--- src/rtl/accumulator_bank_if.sv ---
// accumulator_bank_if: input beat, drain request and output stream signals of the accumulator bank
interface accumulator_bank_if #(
  parameter int ARR_SIZE = 4,
  parameter int DATA_W = 32,
  parameter int DEPTH = 16
);
  localparam int ADDR_W = $clog2(DEPTH);
  logic in_valid;
  logic in_ready;
  logic [ARR_SIZE*DATA_W-1:0] in_data;
  logic [ADDR_W-1:0] in_addr;
  logic in_mode;
  logic drain_start;
  logic [ADDR_W-1:0] drain_base;
  logic [ADDR_W:0] drain_len;
  logic out_valid;
  logic out_ready;
  logic [DATA_W-1:0] out_data;
  logic [ADDR_W-1:0] out_addr;
  logic busy;
  logic sat_flag;
  modport slave (
    input in_valid, in_data, in_addr, in_mode, drain_start, drain_base, drain_len, out_ready,
    output in_ready, out_valid, out_data, out_addr, busy, sat_flag
  );
  modport master (
    output in_valid, in_data, in_addr, in_mode, drain_start, drain_base, drain_len, out_ready,
    input in_ready, out_valid, out_data, out_addr, busy, sat_flag
  );
endinterface

--- src/rtl/accumulator_bank.sv ---
// accumulator_bank: saturating per-entry accumulation of lane sums with a clear-on-read drain stream
module accumulator_bank #(
  parameter int ARR_SIZE = 4,
  parameter int DATA_W = 32,
  parameter int DEPTH = 16
) (
  input logic clk,
  input logic rst,
  accumulator_bank_if.slave bus
);
  localparam int ADDR_W = $clog2(DEPTH);
  localparam int SUM_W = DATA_W + $clog2(ARR_SIZE);
  localparam int FULL_W = SUM_W + 1;
  localparam logic [1:0] IDLE = 2'd0;
  localparam logic [1:0] FLUSH = 2'd1;
  localparam logic [1:0] DRAIN = 2'd2;
  logic [1:0] state_q, state_d;
  logic signed [DATA_W-1:0] mem_q [DEPTH];
  logic signed [DATA_W-1:0] mem_d [DEPTH];
  logic s1_valid_q, s1_valid_d;
  logic s1_mode_q, s1_mode_d;
  logic [ADDR_W-1:0] s1_addr_q, s1_addr_d;
  logic signed [SUM_W-1:0] s1_sum_q, s1_sum_d;
  logic [ADDR_W-1:0] ptr_q, ptr_d;
  logic [ADDR_W:0] cnt_q, cnt_d;
  logic out_valid_q, out_valid_d;
  logic [DATA_W-1:0] out_data_q, out_data_d;
  logic sat_q, sat_d;
  logic hs, last, ovf;
  logic signed [FULL_W-1:0] full;
  logic [DATA_W-1:0] wr_val;
  logic [ADDR_W-1:0] ptr_nx;
  always_comb begin
    s1_valid_d = bus.in_valid & bus.in_ready;
    s1_mode_d = bus.in_mode;
    s1_addr_d = bus.in_addr;
    s1_sum_d = '0;
    for (int k = 0; k < ARR_SIZE; k++)
      s1_sum_d = s1_sum_d + SUM_W'($signed(bus.in_data[k*DATA_W +: DATA_W]));
  end
  // reading mem_q here sees the previous beat's write, so same-address beats chain without a stall
  always_comb begin
    full = s1_mode_q ? FULL_W'(s1_sum_q) : FULL_W'(mem_q[s1_addr_q]) + FULL_W'(s1_sum_q);
    ovf = ~(&full[FULL_W-1:DATA_W-1]) & (|full[FULL_W-1:DATA_W-1]);
    wr_val = ovf ? {full[FULL_W-1], {(DATA_W-1){~full[FULL_W-1]}}} : full[DATA_W-1:0];
    sat_d = sat_q | (s1_valid_q & ovf);
  end
  always_comb begin
    hs = out_valid_q & bus.out_ready;
    last = cnt_q == (ADDR_W+1)'(1);
    ptr_nx = (ptr_q == ADDR_W'(DEPTH-1)) ? '0 : ptr_q + ADDR_W'(1);
    state_d = state_q;
    ptr_d = ptr_q;
    cnt_d = cnt_q;
    out_data_d = out_data_q;
    mem_d = mem_q;
    if (s1_valid_q) mem_d[s1_addr_q] = wr_val;
    if (hs) mem_d[ptr_q] = '0;
    if (state_q == IDLE && bus.drain_start && bus.drain_len != '0) begin
      state_d = FLUSH;
      ptr_d = bus.drain_base;
      cnt_d = (bus.drain_len > (ADDR_W+1)'(DEPTH)) ? (ADDR_W+1)'(DEPTH) : bus.drain_len;
    end else if (state_q == FLUSH) begin
      state_d = DRAIN;
      out_data_d = mem_q[ptr_q];
    end else if (state_q == DRAIN && hs) begin
      state_d = last ? IDLE : DRAIN;
      ptr_d = ptr_nx;
      cnt_d = cnt_q - (ADDR_W+1)'(1);
      out_data_d = last ? out_data_q : mem_q[ptr_nx];
    end
    out_valid_d = (state_q == FLUSH) | (out_valid_q & ~(hs & last));
  end
  always_ff @(posedge clk) begin
    if (rst) begin
      state_q <= IDLE;
      mem_q <= '{default: '0};
      s1_valid_q <= 1'b0;
      s1_mode_q <= 1'b0;
      s1_addr_q <= '0;
      s1_sum_q <= '0;
      ptr_q <= '0;
      cnt_q <= '0;
      out_valid_q <= 1'b0;
      out_data_q <= '0;
      sat_q <= 1'b0;
    end else begin
      state_q <= state_d;
      mem_q <= mem_d;
      s1_valid_q <= s1_valid_d;
      s1_mode_q <= s1_mode_d;
      s1_addr_q <= s1_addr_d;
      s1_sum_q <= s1_sum_d;
      ptr_q <= ptr_d;
      cnt_q <= cnt_d;
      out_valid_q <= out_valid_d;
      out_data_q <= out_data_d;
      sat_q <= sat_d;
    end
  end
  assign bus.in_ready = (state_q == IDLE) & ~bus.drain_start;
  assign bus.out_valid = out_valid_q;
  assign bus.out_data = out_data_q;
  assign bus.out_addr = ptr_q;
  assign bus.busy = state_q != IDLE;
  assign bus.sat_flag = sat_q;
endmodule

--- src/flat_wrapper.sv ---
// flat-port wrapper written by rule: the top's interface ports become plain ports
module accumulator_bank_flat 
#(
  parameter int ARR_SIZE = 4,
  parameter int DATA_W = 32,
  parameter int DEPTH = 16
)
  (clk, rst, bus_in_valid, bus_in_data, bus_in_addr, bus_in_mode, bus_drain_start, bus_drain_base, bus_drain_len, bus_out_ready, bus_in_ready, bus_out_valid, bus_out_data, bus_out_addr, bus_busy, bus_sat_flag);
  accumulator_bank_if #(.ARR_SIZE(ARR_SIZE), .DATA_W(DATA_W), .DEPTH(DEPTH)) bus_i ();
  input logic clk;
  input logic rst;
  input wire logic [$bits(bus_i.in_valid)-1:0] bus_in_valid;
  input wire logic [$bits(bus_i.in_data)-1:0] bus_in_data;
  input wire logic [$bits(bus_i.in_addr)-1:0] bus_in_addr;
  input wire logic [$bits(bus_i.in_mode)-1:0] bus_in_mode;
  input wire logic [$bits(bus_i.drain_start)-1:0] bus_drain_start;
  input wire logic [$bits(bus_i.drain_base)-1:0] bus_drain_base;
  input wire logic [$bits(bus_i.drain_len)-1:0] bus_drain_len;
  input wire logic [$bits(bus_i.out_ready)-1:0] bus_out_ready;
  output wire logic [$bits(bus_i.in_ready)-1:0] bus_in_ready;
  output wire logic [$bits(bus_i.out_valid)-1:0] bus_out_valid;
  output wire logic [$bits(bus_i.out_data)-1:0] bus_out_data;
  output wire logic [$bits(bus_i.out_addr)-1:0] bus_out_addr;
  output wire logic [$bits(bus_i.busy)-1:0] bus_busy;
  output wire logic [$bits(bus_i.sat_flag)-1:0] bus_sat_flag;
  assign bus_i.in_valid = bus_in_valid;
  assign bus_i.in_data = bus_in_data;
  assign bus_i.in_addr = bus_in_addr;
  assign bus_i.in_mode = bus_in_mode;
  assign bus_i.drain_start = bus_drain_start;
  assign bus_i.drain_base = bus_drain_base;
  assign bus_i.drain_len = bus_drain_len;
  assign bus_i.out_ready = bus_out_ready;
  assign bus_in_ready = bus_i.in_ready;
  assign bus_out_valid = bus_i.out_valid;
  assign bus_out_data = bus_i.out_data;
  assign bus_out_addr = bus_i.out_addr;
  assign bus_busy = bus_i.busy;
  assign bus_sat_flag = bus_i.sat_flag;
  accumulator_bank #(.ARR_SIZE(ARR_SIZE), .DATA_W(DATA_W), .DEPTH(DEPTH)) u_core (.clk(clk), .rst(rst), .bus(bus_i));
endmodule
--- config.mk ---
export PLATFORM = sky130hd
export DESIGN_NAME = accumulator_bank_flat
export DESIGN_NICKNAME = d
export VERILOG_FILES = /design/src/rtl/accumulator_bank_if.sv /design/src/rtl/accumulator_bank.sv /design/src/flat_wrapper.sv
export SDC_FILE = /design/constraint.sdc
export NUM_CORES = 2
export LEC_CHECK = 0
export ABC_CLOCK_PERIOD_IN_PS = 6300
export CAP_MARGIN = 40
export CORE_ASPECT_RATIO = 0.6
export CORE_MARGIN = 3
export CORE_UTILIZATION = 32
export CTS_CLUSTER_DIAMETER = 40
export CTS_CLUSTER_SIZE = 12
export DETAILED_ROUTE_END_ITERATION = 10
export HOLD_SLACK_MARGIN = 0.1
export MAX_ROUTING_LAYER = met4
export SYNTH_ARGS = -nofsm -noshare
export SYNTH_HDL_FRONTEND = slang
export SYNTH_SLANG_ARGS = --single-unit
--- constraint.sdc ---
create_clock -name clk -period 6.3 [get_ports clk]
set_clock_uncertainty 0.1 [all_clocks]
set_input_delay 1.26 -clock clk [delete_from_list [all_inputs] [get_ports clk]]
set_output_delay 1.26 -clock clk [all_outputs]
set_load 0.01 [all_outputs]
Yosys cells after proc, flatten, opt, wreduce, memory -nomap -nowiden --
Cells that the tools add are included.
Cells by class: $add $sub $neg 6, multiply operators 0, div/mod/pow operators 0, order comparisons 6, equal/unequal tests 6, shifts and indexed selects 0, muxes and demuxes 33, bitwise gates (word level) 19, reduce and logical (&&, ||, !) cells 16
Operator list (count):
- 512-bit 2-to-1 mux | 2
- 512-bit AND | 1
- 512-bit bitwise mux | 1
- 512-bit NOT | 1
- 32-bit binary-select mux with 4-bit select | 3
- 32-bit 2-to-1 mux | 12
- 32-bit demux with 4-bit select | 2
- 32-bit by 34-bit adder with 35-bit output | 1
- 35-bit 2-to-1 mux | 1
- 33-bit by 32-bit adder with 34-bit output | 1
- 34-bit by 32-bit adder with 34-bit output | 1
- 32-bit by 32-bit adder with 33-bit output | 1
- 5-bit 2-to-1 mux | 4
- 4-bit 2-to-1 mux | 4
- 5-bit >= comparator, second input constant | 3
- 4-bit NOT with 5-bit output | 3
- 5-bit by 1-bit < comparator with 1-bit output, second input constant | 2
- 1-bit AND | 7
- 2-bit 2-to-1 mux | 3
- 2-bit nonzero test | 3
- 5-bit by 1-bit == test with 1-bit output, second input constant | 1
- 5-bit > comparator, second input constant | 1
- 1-bit logical AND | 5
- 1-bit NOT | 5
- other kinds (17) | 18
Storage, ports and cells: flip-flop bits (word level) 597, bits in latches 0, bits in writable memories 0, ROM bits 0, output and inout port bits 40, word-level logic and storage cells 113, memories 0

Logic depth before layout (Yosys ltp) --
word-level depth 14, depth in mapped cells 18, mapped depth without buffers 14

Worst setup path before layout --
OpenSTA, ideal clock, no wires.
path kind register -> register, from register u_core.s1_addr_q[0], to register u_core.mem_q[212] (netlist bit), arrival time 5.430 ns, setup slack 0.695 ns, cell stages (with the launch flop) 18, buffers on the path 5, cell sequence dfxtp_1 -> clkbuf_1 -> clkbuf_1 -> buf_1 -> mux4_2 -> mux4_2 -> ha_1 -> a21o_1 -> a32o_1 -> a221oi_2 -> o31ai_1 -> a31o_1 -> a211o_1 -> nor4_4 -> buf_6 -> o21ai_4 -> buf_6 -> a31oi_2
Between the ends: cells in the longest elaborated chain, start to end 14
RTL lines:
- from (decl) | line accumulator_bank.sv:22 | logic [ADDR_W-1:0] s1_addr_q, s1_addr_d;
- from (signal assigned) | line accumulator_bank.sv:92 | s1_addr_q <= s1_addr_d;
- 4-bit NOT with 5-bit output (implied by the code) * | line accumulator_bank.sv:43, accumulator_bank.sv:57
- 32-bit binary-select mux with 4-bit select | line accumulator_bank.sv:43 | full = s1_mode_q ? FULL_W'(s1_sum_q) : FULL_W'(mem_q[s1_addr_q]) + FULL_W'(s1_sum_q);
- 32-bit 2-to-1 mux (implied by the code) (2 in a row) | line accumulator_bank.sv:43
- 32-bit by 34-bit adder with 35-bit output | line accumulator_bank.sv:43
- 35-bit 2-to-1 mux | line accumulator_bank.sv:43
- 4-bit AND reduction | line accumulator_bank.sv:44 | ovf = ~(&full[FULL_W-1:DATA_W-1]) & (|full[FULL_W-1:DATA_W-1]);
- 1-bit NOT | line accumulator_bank.sv:44
- 1-bit AND | line accumulator_bank.sv:44
- 32-bit 2-to-1 mux | line accumulator_bank.sv:45 | wr_val = ovf ? {full[FULL_W-1], {(DATA_W-1){~full[FULL_W-1]}}} : full[DATA_W-1:0];
- 512-bit bitwise mux * | line accumulator_bank.sv:57 | if (s1_valid_q) mem_d[s1_addr_q] = wr_val;
- 512-bit 2-to-1 mux * | line accumulator_bank.sv:57
- 512-bit AND (no line)
- 512-bit 2-to-1 mux * | line accumulator_bank.sv:58 | if (hs) mem_d[ptr_q] = '0;
- to (signal assigned) | line accumulator_bank.sv:89 | mem_q <= mem_d;
- to (decl) | line accumulator_bank.sv:18 | logic signed [DATA_W-1:0] mem_q [DEPTH];
Mark *: on every way between the ends. The rest lies on a longest branch, timed or not. The select of a mux whose other input is x is not followed. A chain may end at the register's enable or synchronous reset.

Worst setup path in the final report --
from register u_core.s1_addr_q[0], to register u_core.mem_q[88] (netlist bit)
The elaborated chain is that of the path after synthesis.

==> summary.txt <==
Status
  – Outcome: complete, no violations

Critical path
  – CP arrival: 6.72 ns
  – R2R Setup Slk: approximately 0.03 ns
  – CP Capture Type: register
  – Reg2reg start: u_core.s1_addr_q[0]
  – Worst R2R End: u_core.mem_q[88]
  – Data required, critical path: 6.75 ns
  – Setup CP Type: register to register
  – Crit start category: register
  – Maximum fanout along the worst path: 27
  – R2R cell count: 14
  – Crit path launch: u_core.s1_addr_q[0]

Global route
  – Vias in the first global route: 30900
  – First-pass GRT wire length: approximately 220000 um
  – Global route overflow: 0
  – Initial antenna violation count: 2
  – Pin count of the biggest net entering global routing: 54
  – Total track usage: about a quarter

Floorplan
  – Core area: 118000 um^2
  – Die area: approximately 120000 um^2
  – I/O pins: 187
  – Die height: 274 um
  – Rows: 97
  – Starting Density: 32.6%
  – Die width: about 450 um

Timing
  – Unrepaired setup endpoints after global routing: false
  – Slew headroom: roughly a third
  – Min cycle time layout: 6.27 ns
  – Final setup viols: 0
  – Final period util: between 90 and 100%
  – Final hold slack: 0.373 ns
  – Final Max Tran Viols: 0
  – Fin Setup TNS: 0 ns
  – Final Hold Violating Endpoints: 0
  – Max Fclk: roughly 160 MHz
  – Worst Max-Slew Pin Slew: 0.977 ns

Pwr
  – Power Total: 0.0126 W
  – Sw frac: 38.7%
  – Flop pwr share: 33.5%
  – Pwr Density: around 280 nW/um^2
  – Pint: about 0.0077 W
  – Peak VDD IR: 0.236 mV
  – Net Switching: 0.00489 W
  – Clock power frac: 31.3%
  – Logic pwr share: 35.3%
  – Leakage: 15.1 nW

Cells and area
  – Fin cells: 5017
  – Layout fillers: 11200
  – Area growth, synth to finish: 17.2%
  – Nets: 3686
  – Share of cells above drive strength 1: 27.9%

Routing
  – Iter 0 DRT Violations: 4684
  – Via/cell ratio: 6.50
  – Number of routed nets with antenna violations: 0
  – WL met2: 61900 um
  – Post-route DRC: 0
  – Post-Route M1 WL: approximately 60000 um
  – Total Wirelength: between 100000 and 150000 um
  – DR pass1 iterations: 6
  – WL met3: 20800 um
  – Via count: 32600
  – Highest Signal Layer: met4
  – WL/cell: 29.5 um

Clock tree
  – Max clock buf depth: 3
  – Worst-Skew Late Latency: ~0.66 ns
  – Clk sinks: around 600
  – CTS tree: done
  – Num CTS Buffers: 66
  – Root buffer cell: clkbuf_16
  – Cts hold-fix bufs: 0
  – CTS clock-pin slew for the worst setup and hold paths: 0.07 ns
  – Setup bufs post-CTS: 0
  – H-tree depth: 3
  – Cts repair resizes: 0

Synth
  – Synthesized Nets: about 3600
  – YS warnings: 0
  – Largest cells by area after synthesis: dfxtp_1 31%, mux4_2 28%, o21ai_0 7.0%
  – Mapped cell area: 38400 um^2
  – Synth top area share: a little under a third
  – Cell taking the most area after synthesis: dfxtp_1
  – Ys flop type: dfxtp_1
  – Post-synth EDFFs: 0
  – Mean Syn Cell Area: 11.5 um^2
  – Fraction of registers with async set/reset: 0%
  – Synthesis-stage register bit count: 597
  – Distinct cell type count after synthesis: 84
  – Post-synthesis sequential area ratio: 31.1%
  – Gate Count Post-Synth: 3352

Hold path
  – Hold Crit Depth: 1
  – HP Start: u_core.bus.sat_flag
  – Hold endpoint: u_core.bus.sat_flag
  – Hold WC Path Type: register to register

Placed design
  – IO buf count: 186
  – Dpl cells: 4916
  – DP HPWL: 93900 um
  – Routability cong.: 0.952

Job
  – Max-cap violation count: 0
-- registers in the layout, indices dropped and copies added (netlist names) --
name	flops
u_core.state_q	2
u_core.bus.out_valid	1
u_core.s1_addr_q	4
u_core.mem_q	512
u_core.bus.out_data	32
u_core.s1_mode_q	1
u_core.cnt_q	5
u_core.bus.sat_flag	1
u_core.bus.out_addr	4
u_core.s1_sum_q	34
u_core.s1_valid_q	1
-- placed cells by master (no fill, tap or decap), types with 16 or more instances in the layout --
cell	n
dfxtp_1	590
o21ai_0	540
mux4_2	480
a31oi_1	292
clkdlybuf4s50_1	185
a21oi_1	157
a31oi_2	115
nor2_1	106
buf_4	96
ha_1	72
clkbuf_16	70
fa_1	66
a211oi_1	51
mux2i_1	48
nand2_1	39
xnor2_1	30
inv_1	29
buf_12	26
a21o_1	25
a211oi_4	25
nor2b_1	25
xor2_1	23
nand3_1	20
o21ai_4	19
and3_1	18
a21oi_4	18
buf_16	16
-- how the worst max path moves through the flow --
| stage | to | slack [ns] | cells past startpoint |
|---|---|---|---|
| after global placement | u_core.s1_sum_q[32] | 0.25 | 14 |
| after floorplan | u_core.mem_q[212] | 0.70 | 17 |
| after global routing | u_core.mem_q[56] | 0.01 | 14 |
| after detailed placement | u_core.mem_q[88] | 0.33 | 14 |
| after CTS | u_core.mem_q[88] | 0.29 | 14 |
| final | u_core.mem_q[88] | 0.03 | 14 |
-- logic make-up (layout without fill, tap and decap cells) --
logic type | Yosys count | after routing | synth area share [%]
xor gates and xnor gates | 54 | 54 | 1.23
AOI/OAI and AO/OA | 1335 | 1335 | 23.8
and+or+nand+nor | 308 | 308 | 4.04
other | 0 | 4 | 0
adders and majority gates | 139 | 139 | 5.82
buffers and inverters | 389 | 466 | 4.51
DFF | 597 | 597 | 31.1
muxes | 530 | 530 | 29.5
-- critical path: stages (launching register included) --
cell,delay (ns)
dfxtp_4,0.75
buf_4,0.35
mux4_2,0.53
mux4_2,0.58
ha_1,0.48
a211oi_1,0.27
nor2_1,0.12
o41ai_2,0.55
o21ai_0,0.25
a211oi_2,0.33
o311ai_2,0.23
nor4_4,0.53
buf_4,0.46
o21bai_4,0.31
a31oi_1,0.26
-- power by group through the flow --
stage / Combinational [W] / Clock, W / Sequential [W]
floorplan: 0.00296 / 0 / 0.00412
global placement: 0.00412 / 0 / 0.00431
finish: 0.00445 / 0.00395 / 0.00422
detailed placement: 0.00433 / 0 / 0.00429
global route: 0.00470 / 0.00413 / 0.00423
CTS: 0.00435 / 0.00397 / 0.00421
-- per-stage QoR --
stage,utilization [%],setup WS [ns],area [um^2]
4_1_cts,38.2,0.290,45000
6_report,38.2,0.0293,45000
5_1_grt,38.2,0.0110,45000
3_5_place_dp,36.4,0.332,42900
3_3_place_gp,35.7,0.247,42000
2_1_floorplan,-,0.695,38400
-- synthesized netlist by cell type, types with 4 or more instances --
| cell | count |
|---|---|
| dfxtp_1 | 597 |
| o21ai_1 | 8 |
| nand2b_1 | 15 |
| nand2_1 | 40 |
| o21bai_1 | 6 |
| nor2_1 | 118 |
| o21ai_0 | 540 |
| inv_1 | 29 |
| xor2_1 | 23 |
| buf_4 | 13 |
| o21a_1 | 12 |
| a21o_1 | 25 |
| a211o_1 | 7 |
| clkbuf_1 | 241 |
| o31ai_4 | 6 |
| o31ai_1 | 4 |
| buf_6 | 24 |
| a211oi_4 | 25 |
| or3_1 | 6 |
| a211oi_1 | 51 |
| ha_1 | 73 |
| and2_1 | 9 |
| fa_1 | 66 |
| nor4b_1 | 4 |
| o21ai_4 | 18 |
| mux4_2 | 480 |
| nor3b_1 | 5 |
| nor2b_1 | 25 |
| buf_1 | 48 |
| o221ai_1 | 6 |
| buf_2 | 33 |
| nor3_1 | 17 |
| a31oi_1 | 292 |
| a21oi_1 | 175 |
| a31oi_2 | 115 |
| nand3_1 | 20 |
| and3_1 | 18 |
| xnor2_1 | 31 |
| mux2i_1 | 48 |
| nand4_1 | 11 |
-- per-layer routing --
metal | vias to the layer above | GRT usage, %
met2 | 2374 | 33.3
met3 | 333 | 8.39
met1 | 16400 | 32.8
met4 | 0 | 7.57
met5 | - | -
li1 | 13500 | -
-- area by class of cell --
| type | instances | area (um^2) | share of cell area [%] |
|---|---|---|---|
| multi-input combinational | 2366 | 25100 | 55.7 |
| clock inverter | 14 | 204 | 0.453 |
| inverter | 30 | 113 | 0.250 |
| timing repair buffer | 339 | 3760 | 8.36 |
| clock buffer | 83 | 1880 | 4.18 |
| sequential | 597 | 12000 | 26.6 |
| antenna | 4 | 10.0 | 0.0222 |
| tap | 1584 | 1980 | 4.40 |
(Power assumes the default switching activity.)
